File: config.mk
export PLATFORM = sky130hd
export DESIGN_NAME = max_pool_stream_flat
export DESIGN_NICKNAME = d
export VERILOG_FILES = /design/src/rtl/max_pool_stream_if.sv /design/src/rtl/max_pool_stream.sv /design/src/flat_wrapper.sv
export SDC_FILE = /design/constraint.sdc
export NUM_CORES = 1
export LEC_CHECK = 0
export ABC_CLOCK_PERIOD_IN_PS = 2500
export CORE_UTILIZATION = 30
export CTS_BUF_LIST = sky130_fd_sc_hd__clkbuf_8 sky130_fd_sc_hd__clkbuf_16
export DETAILED_ROUTE_END_ITERATION = 10
export GPL_TIMING_DRIVEN = 0
export PLACE_DENSITY = 0.49
export SLEW_MARGIN = 5
export SYNTH_ARGS = -nofsm -noshare
export SYNTH_HDL_FRONTEND = slang
export SYNTH_SLANG_ARGS = --single-unit
File: constraint.sdc
create_clock -name clk -period 2.5 [get_ports clk]
set_clock_uncertainty 0.15 [all_clocks]
set_input_delay 0.375 -clock clk [delete_from_list [all_inputs] [get_ports clk]]
set_output_delay 0.375 -clock clk [all_outputs]
set_load 0.01 [all_outputs]
File: src/rtl/max_pool_stream_if.sv
// Handshake bundle for max_pool_stream: input beat channel plus pooled result channel.
// out_index is only present when MAXPOOL_ARGMAX_EN is defined.
interface max_pool_stream_if #(
    parameter int BITWIDTH = 16,
    parameter int CHANNELS = 4,
    parameter int WINDOW   = 4
);
    localparam int IDXW = $clog2(WINDOW);

    logic                         in_valid;
    logic                         in_ready;
    logic [BITWIDTH*CHANNELS-1:0] in_data;
    logic                         out_valid;
    logic                         out_ready;
    logic [BITWIDTH*CHANNELS-1:0] out_data;
`ifdef MAXPOOL_ARGMAX_EN
    logic [IDXW*CHANNELS-1:0]     out_index;

    modport slave (
        input  in_valid, in_data, out_ready,
        output in_ready, out_valid, out_data, out_index
    );

    modport master (
        output in_valid, in_data, out_ready,
        input  in_ready, out_valid, out_data, out_index
    );
`else
    modport slave (
        input  in_valid, in_data, out_ready,
        output in_ready, out_valid, out_data
    );

    modport master (
        output in_valid, in_data, out_ready,
        input  in_ready, out_valid, out_data
    );
`endif
endinterface

File: src/rtl/max_pool_stream.sv
// Streaming per-channel signed max-pool over WINDOW beats with valid/ready back-pressure.
// Optional argmax tracking is enabled by defining MAXPOOL_ARGMAX_EN.
module max_pool_stream #(
    parameter int BITWIDTH = 16,
    parameter int CHANNELS = 4,
    parameter int WINDOW   = 4
) (
    input logic              clk,
    input logic              rst_n,
    max_pool_stream_if.slave bus
);
    localparam int IDXW = $clog2(WINDOW);
    localparam logic [IDXW-1:0] LAST_BEAT = IDXW'(WINDOW - 1);

    typedef enum logic {ACCUM, HOLD} state_t;

    state_t r_state;
    state_t w_nextState;

    logic [IDXW-1:0]             r_cnt;
    logic signed [BITWIDTH-1:0]  r_acc [CHANNELS];
    logic [BITWIDTH*CHANNELS-1:0] r_outData;

    logic signed [BITWIDTH-1:0]  w_sample [CHANNELS];
    logic signed [BITWIDTH-1:0]  w_newAcc [CHANNELS];
    logic [CHANNELS-1:0]         w_take;
    logic                        w_inReady;
    logic                        w_accept;
    logic                        w_firstBeat;
    logic                        w_lastBeat;

    // Input stalls only while a finished result sits un-consumed.
    always_comb begin
        w_inReady   = (r_state != HOLD) || bus.out_ready;
        w_accept    = bus.in_valid && w_inReady;
        w_firstBeat = (r_cnt == '0);
        w_lastBeat  = w_accept && (r_cnt == LAST_BEAT);
        w_nextState = r_state;
        if (w_lastBeat) begin
            w_nextState = HOLD;
        end else if ((r_state == HOLD) && bus.out_ready) begin
            w_nextState = ACCUM;
        end
    end

    // First beat of a window loads unconditionally; later beats win only on strict greater-than.
    always_comb begin
        for (int c = 0; c < CHANNELS; c++) begin
            w_sample[c] = bus.in_data[c*BITWIDTH +: BITWIDTH];
            w_take[c]   = w_firstBeat || (w_sample[c] > r_acc[c]);
            w_newAcc[c] = w_take[c] ? w_sample[c] : r_acc[c];
        end
    end

    always_ff @(posedge clk or negedge rst_n) begin
        if (!rst_n) begin
            r_state <= ACCUM;
        end else begin
            r_state <= w_nextState;
        end
    end

    always_ff @(posedge clk or negedge rst_n) begin
        if (!rst_n) begin
            r_cnt     <= '0;
            r_outData <= '0;
            for (int c = 0; c < CHANNELS; c++) begin
                r_acc[c] <= '0;
            end
        end else if (w_accept) begin
            r_cnt <= w_lastBeat ? '0 : r_cnt + 1'b1;
            for (int c = 0; c < CHANNELS; c++) begin
                r_acc[c] <= w_newAcc[c];
                if (w_lastBeat) begin
                    r_outData[c*BITWIDTH +: BITWIDTH] <= w_newAcc[c];
                end
            end
        end
    end

`ifdef MAXPOOL_ARGMAX_EN
    logic [IDXW-1:0]          r_idx [CHANNELS];
    logic [IDXW*CHANNELS-1:0] r_outIndex;
    logic [IDXW-1:0]          w_newIdx [CHANNELS];

    always_comb begin
        for (int c = 0; c < CHANNELS; c++) begin
            w_newIdx[c] = w_take[c] ? r_cnt : r_idx[c];
        end
    end

    always_ff @(posedge clk or negedge rst_n) begin
        if (!rst_n) begin
            r_outIndex <= '0;
            for (int c = 0; c < CHANNELS; c++) begin
                r_idx[c] <= '0;
            end
        end else if (w_accept) begin
            for (int c = 0; c < CHANNELS; c++) begin
                r_idx[c] <= w_newIdx[c];
                if (w_lastBeat) begin
                    r_outIndex[c*IDXW +: IDXW] <= w_newIdx[c];
                end
            end
        end
    end

    assign bus.out_index = r_outIndex;
`endif

    assign bus.in_ready  = w_inReady;
    assign bus.out_valid = (r_state == HOLD);
    assign bus.out_data  = r_outData;

endmodule

File: src/flat_wrapper.sv
// flat-port wrapper written by rule: the top's interface ports become plain ports
module max_pool_stream_flat 
#(
    parameter int BITWIDTH = 16,
    parameter int CHANNELS = 4,
    parameter int WINDOW   = 4
)
  (clk, rst_n, bus_in_valid, bus_in_data, bus_out_ready, bus_in_ready, bus_out_valid, bus_out_data);
  max_pool_stream_if #(.BITWIDTH(BITWIDTH), .CHANNELS(CHANNELS), .WINDOW(WINDOW)) bus_i ();
  input logic clk;
  input logic rst_n;
  input wire logic [$bits(bus_i.in_valid)-1:0] bus_in_valid;
  input wire logic [$bits(bus_i.in_data)-1:0] bus_in_data;
  input wire logic [$bits(bus_i.out_ready)-1:0] bus_out_ready;
  output wire logic [$bits(bus_i.in_ready)-1:0] bus_in_ready;
  output wire logic [$bits(bus_i.out_valid)-1:0] bus_out_valid;
  output wire logic [$bits(bus_i.out_data)-1:0] bus_out_data;
  assign bus_i.in_valid = bus_in_valid;
  assign bus_i.in_data = bus_in_data;
  assign bus_i.out_ready = bus_out_ready;
  assign bus_in_ready = bus_i.in_ready;
  assign bus_out_valid = bus_i.out_valid;
  assign bus_out_data = bus_i.out_data;
  max_pool_stream #(.BITWIDTH(BITWIDTH), .CHANNELS(CHANNELS), .WINDOW(WINDOW)) u_core (.clk(clk), .rst_n(rst_n), .bus(bus_i));
endmodule
==> Word level (Yosys, flattened, before mapping) <==
Index checks and enable logic that the tools add are counted.
{ "classes": {"add_sub_neg": 1, "mul": 0, "div": 0, "magnitude_cmp": 4, "eq_ne": 1, "n_shift": 0, "muxes": 7, "n_bitwise": 1, "n_reduce_logical": 11} }
{ "ops": {"columns": ["op", "count"], "rows": [
  ["$gt A16 B16 Y1", 4],
  ["$mux W16", 4],
  ["$logic_or A1 B1 Y1", 5],
  ["$logic_and A1 B1 Y1", 3],
  ["$add A2 B1 Y2 const B", 1],
  ["$eq A2 B2 Y1 const B", 1],
  ["$logic_not A2 Y1", 1],
  ["$mux W1", 2],
  ["$mux W2", 1],
  ["$reduce_and A2 Y1", 1],
  ["$reduce_bool A2 Y1", 1],
  ["$not A1 Y1", 1]
]} }
{ "word_totals": {"ff_bits": 131, "latchBits": 0, "ramBits": 0, "mem_bits_ro": 0, "in_bits": 68, "out_inout_bits": 66, "wordCells": 32, "memories": 0} }

==> Longest topological paths before layout <==
{ "depth": {"depth_word": 5, "mapped_depth": 10, "depth_no_buf": 8} }

==> Worst setup path before layout <==
Ideal clock, no wire load.
{ "synth_path": {"kind": "flip-flop to flip-flop", "startpoint": "reg u_core.r_acc[31] in the netlist's numbering", "endpoint": "reg u_core.r_acc[30] in the netlist's numbering", "setup_ns": 0.128, "arrival_time_ns": 2.366, "required_ns": 2.222, "setup_slack_ns": -0.143, "stages_incl_launch_ff": 10, "path_buffers": 1, "period_less_slack_ns": 2.643, "cell_sequence": "dfrtp_1 inv_1 ha_1 nand4_2 nor4_4 a211o_2 o211ai_2 a31oi_4 buf_8 mux2_1"} }
{ "synth_via": {"elab_chain_len": 3} }
{ "synth_lines": {"columns": ["element", "line_no", "source"], "rows": [
  ["from (decl)", "max_pool_stream.sv:21", "logic signed [BITWIDTH-1:0] r_acc [CHANNELS];"],
  ["from (signal, indexed assignment)", "max_pool_stream.sv:73", "r_acc[c] <= w_newAcc[c];"],
  ["$gt A16 B16 Y1", "max_pool_stream.sv:50", "w_take[c] = w_firstBeat || (w_sample[c] > r_acc[c]);"],
  ["$logic_or A1 B1 Y1", "max_pool_stream.sv:50", null],
  ["$mux W16", "max_pool_stream.sv:51", "w_newAcc[c] = w_take[c] ? w_sample[c] : r_acc[c];"]
]} }
No other way between the ends.
A chain may end at the register's enable or synchronous reset.

==> Final worst setup path <==
{ "layout_path": {"startpoint": "in bus_in_data[51]", "endpoint": "reg u_core.r_acc[14] in the netlist's numbering"} }
{ "layout_via": {"elab_chain_len": 3} }
{ "layout_lines": {"columns": ["element", "line_no", "source"], "rows": [
  ["from (decl)", "flat_wrapper.sv:13", "input wire logic [$bits(bus_i.in_data)-1:0] bus_in_data;"],
  ["$gt A16 B16 Y1", "max_pool_stream.sv:50", null],
  ["$logic_or A1 B1 Y1", "max_pool_stream.sv:50", null],
  ["$mux W16", "max_pool_stream.sv:51", null]
]} }
No other way between the ends.

==> reports/results.tsv <==
stage	metric	value	unit
hold_path	hold_class	input port to flip-flop	
sta	slew_headroom	39.3	%
place	dp_hpwl	17000	microns
critical_path	cp.arrival	2.80	ns
power	switching_share	40.9	%
sta	setup-tns-final	-7.58	ns
routing	m1WireLength	13000	microns
synth	yosysSeqAreaShare	41.4	%
final_layout	diodes	0	
status	status	complete, but fails checks	
routing	maxUsedRoutingLayer	met4	
synth	synth_nets	907	
power	p_sw	0.00725	W
routing	vias_per_cell	5.22	
sta	fmax	0.377	GHz
place	io_buffers	133	
power	clockPowerShare	15.3	%
sta	layout_setup_ws	-0.153	ns
clocking	cts_max_level	4	
global_route	grt_pass1_vias	7219	
global_route	antenna_found_initial	0	
floorplan	ioPinCount	134	
sta	worst_slew_pin_slew	0.911	ns
power	peakVddDrop	0.000495	V
power	p_int	0.0105	W
critical_path	end_kind	flip-flop	
routing	drtIter0Drc	299	
routing	wire_per_inst	19.4	microns
floorplan	start_util	30.5	%
global_route	grt_max_degree	75	
place	gp_congestion	0.792	
sta	finalMaxSlewViolations	0	
status	failed_checks	setup timing	
routing	firstDrtPassIters	4	
sta	setup-violations-final	87	
power	power.density	1380	nW/um^2
synth	synth-main-ff-cell	dfrtp_1	
clocking	cts-root-buf	clkbuf_16	
synth	ys_async_sr_fraction	100	%
clocking	tritoncts	built	
sta	fin_crit_sh	106	%
floorplan	core_region_area	26000	sq um
routing	dr_wl_met2	12400	microns
power	seqPwrFrac	22.1	%
floorplan	rows	59	
floorplan	die_height	164	microns
synth	synth.distinct_cells	50	
synth	synth-edff-count	0	
final_layout	areaGrowthSynthToFinish	61.5	%
routing	wl	26600	microns
power	combPwrFrac	62.6	%
routing	post-route-drc-count	0	
sta	min_period	2.65	ns
sta	hold_violations	0	
routing	met3_length	859	microns
global_route	grt_pass1_wl	40300	microns
place	dp_cells	1242	
synth	syn_area_per_cell	10.2	sq um
floorplan	die_w	164	microns
clocking	cts.reportedPaths.clkPinSlew	0.06	ns
final_layout	utilization	49.2	%
critical_path	path_max_fanout	5	
routing	vias	7166	
run	drv_cap	0	
critical_path	r2r_setup_slack	-0.15	ns
synth	synth_seq_cells	131	
clocking	insertion_delay	0.42	ns
place	place_worst_setup_slack	-1.10	ns
critical_path	critical_path.startpoint_type	input port	
global_route	grt_overflow	0	
global_route	grt_use_total	19.4	%
final_layout	nNetsFinal	1160	
final_layout	instances_no_fill	1373	
clocking	cts_buffers	17	
power	p_leak	5.54	nW
synth	yosysWarnings	0	
critical_path	cp.required	2.65	ns
synth	syn_area	7920	sq um
final_layout	drive_gt1_share	38.2	%
floorplan	die_area	27100	sq um
routing	ant_nets	0	
clocking	cts_sinks	131	
critical_path	critPathKind	input port to flip-flop	
clocking	clockBufferDepth	2	
synth	netlist_instances	773	
sta	rsz0062_at_grt	true	
==> critical path, stage by stage <==
cell	delay, ns
clkdlybuf4s50_1	0.55
ha_1	0.29
nand2_2	0.11
nor4_4	0.05
buf_4	0.16
a211oi_4	0.26
nand3_2	0.17
a31oi_4	0.33
buf_6	0.20
mux2_4	0.30
==> cell type report <==
type / instances / area [sq um]
Timing Repair Buffer: 243 / 2370
Multi-Input combinational cell: 522 / 5540
Buffer: 39 / 282
Clock inverter: 13 / 185
Clock buffer: 18 / 439
Inverter: 72 / 270
Sequential cell: 131 / 3280
Fill cell: 2347 / 13200
Tap cell: 335 / 419
==> registers in the layout (all words and copies together), names as in the netlist <==
register,count
u_core.bus.out_data,64
u_core.r_acc,64
u_core.r_cnt,2
u_core.bus.out_valid,1
==> power by group through the flow <==
stage	Combinational [W]	Clock, W	Sequential, W
final	0.0111	0.00271	0.00391
after global placement	0.00717	0	0.00393
after detailed placement	0.00722	0	0.00395
after global routing	0.0119	0.00284	0.00405
after CTS	0.00935	0.00275	0.00389
after floorplan	0.00441	0	0.00403
==> path summary, 6_finish.rpt <==
check / startpoint / to / depth (start not counted)
max: bus_in_data[51] / u_core.r_acc[14]$_DFFE_PN0P_ / 10
min: bus_in_data[8] / u_core.bus.out_data[8]$_DFFE_PN0P_ / 3
max reg2reg: u_core.r_acc[59]$_DFFE_PN0P_ / u_core.r_acc[62]$_DFFE_PN0P_ / 10
min reg2reg: u_core.bus.out_data[24]$_DFFE_PN0P_ / u_core.bus.out_data[24]$_DFFE_PN0P_ / 2
max in group asynchronous: rst_n / u_core.r_acc[41]$_DFFE_PN0P_ / 3
min in group asynchronous: rst_n / u_core.bus.out_data[37]$_DFFE_PN0P_ / 2
==> routing by layer <==
metal	GRT usage, %	vias up
met5	0	-
li1	-	3388
met2	30.8	137
met3	2.94	27
met1	27.4	3614
met4	5.13	0
==> cells in the mapped netlist, types with 24 or more instances <==
cell / n / area share, %
nor2_1: 53 / 2.5
inv_1: 71 / 3.4
clkbuf_1: 38 / 1.8
ha_1: 66 / 10
a21oi_1: 74 / 4.7
a41oi_1: 48 / 5.3
nand2_1: 51 / 2.4
nand4_1: 24 / 1.9
o31ai_1: 49 / 4.6
mux2_4: 29 / 5.5
dfrtp_1: 131 / 41
mux2_2: 34 / 4.8
==> layout by cell type (no fill, tap or decap), types with 5 or more instances in the layout <==
cell,instances
a21o_1,6
a21oi_1,60
a21oi_2,13
a41oi_1,20
a41oi_2,28
buf_12,6
buf_4,80
buf_6,26
buf_8,6
clkbuf_1,17
clkbuf_16,20
clkbuf_2,7
clkdlybuf4s50_1,82
clkinvlp_4,5
dfrtp_1,131
dlygate4sd2_1,39
dlymetal6s2s_1,11
ha_1,35
ha_4,31
inv_1,54
inv_2,18
mux2_4,62
nand2_1,46
nand4_1,24
nor2_1,51
o211ai_1,15
o31ai_1,24
o31ai_2,9
o31ai_4,16
==> metrics by stage <==
| step | total power [W] | area (sq um) | hold slack (ns) |
|---|---|---|---|
| after floorplan | 0.00844 | 8010 | -0.0706 |
| after global placement | 0.0111 | 9760 | 0.340 |
| after detailed placement | 0.0112 | 9790 | 0.329 |
| after CTS | 0.0160 | 11700 | 0.223 |
| after global routing | 0.0188 | 12800 | 0.157 |
| final | 0.0177 | 12800 | 0.140 |
==> timing repair <==
| item | 4_1_cts | 5_1_grt |
|---|---|---|
| endpoints found under the hold margin | 73 | 0 |
| setup buffers | 74 | 36 |
| endpoints found under the setup margin | 126 | 127 |
| hold buffers | 1 | 0 |
| pin swaps | 49 | 109 |
| gates resized for setup | 182 | 191 |
| gates cloned | 4 | 4 |
==> logic make-up (layout without fill, tap and decap cells) <==
logic type / after synthesis / in the layout / synth area share (%)
AOI/OAI and AO/OA: 231 / 231 / 21.2
and+or+nand+nor: 161 / 161 / 10.3
adders and majority gates: 66 / 66 / 10.4
buffers and inverters: 120 / 385 / 6.27
DFF: 131 / 131 / 41.4
muxes: 64 / 64 / 10.5
Power figures use the tool's default switching activity.
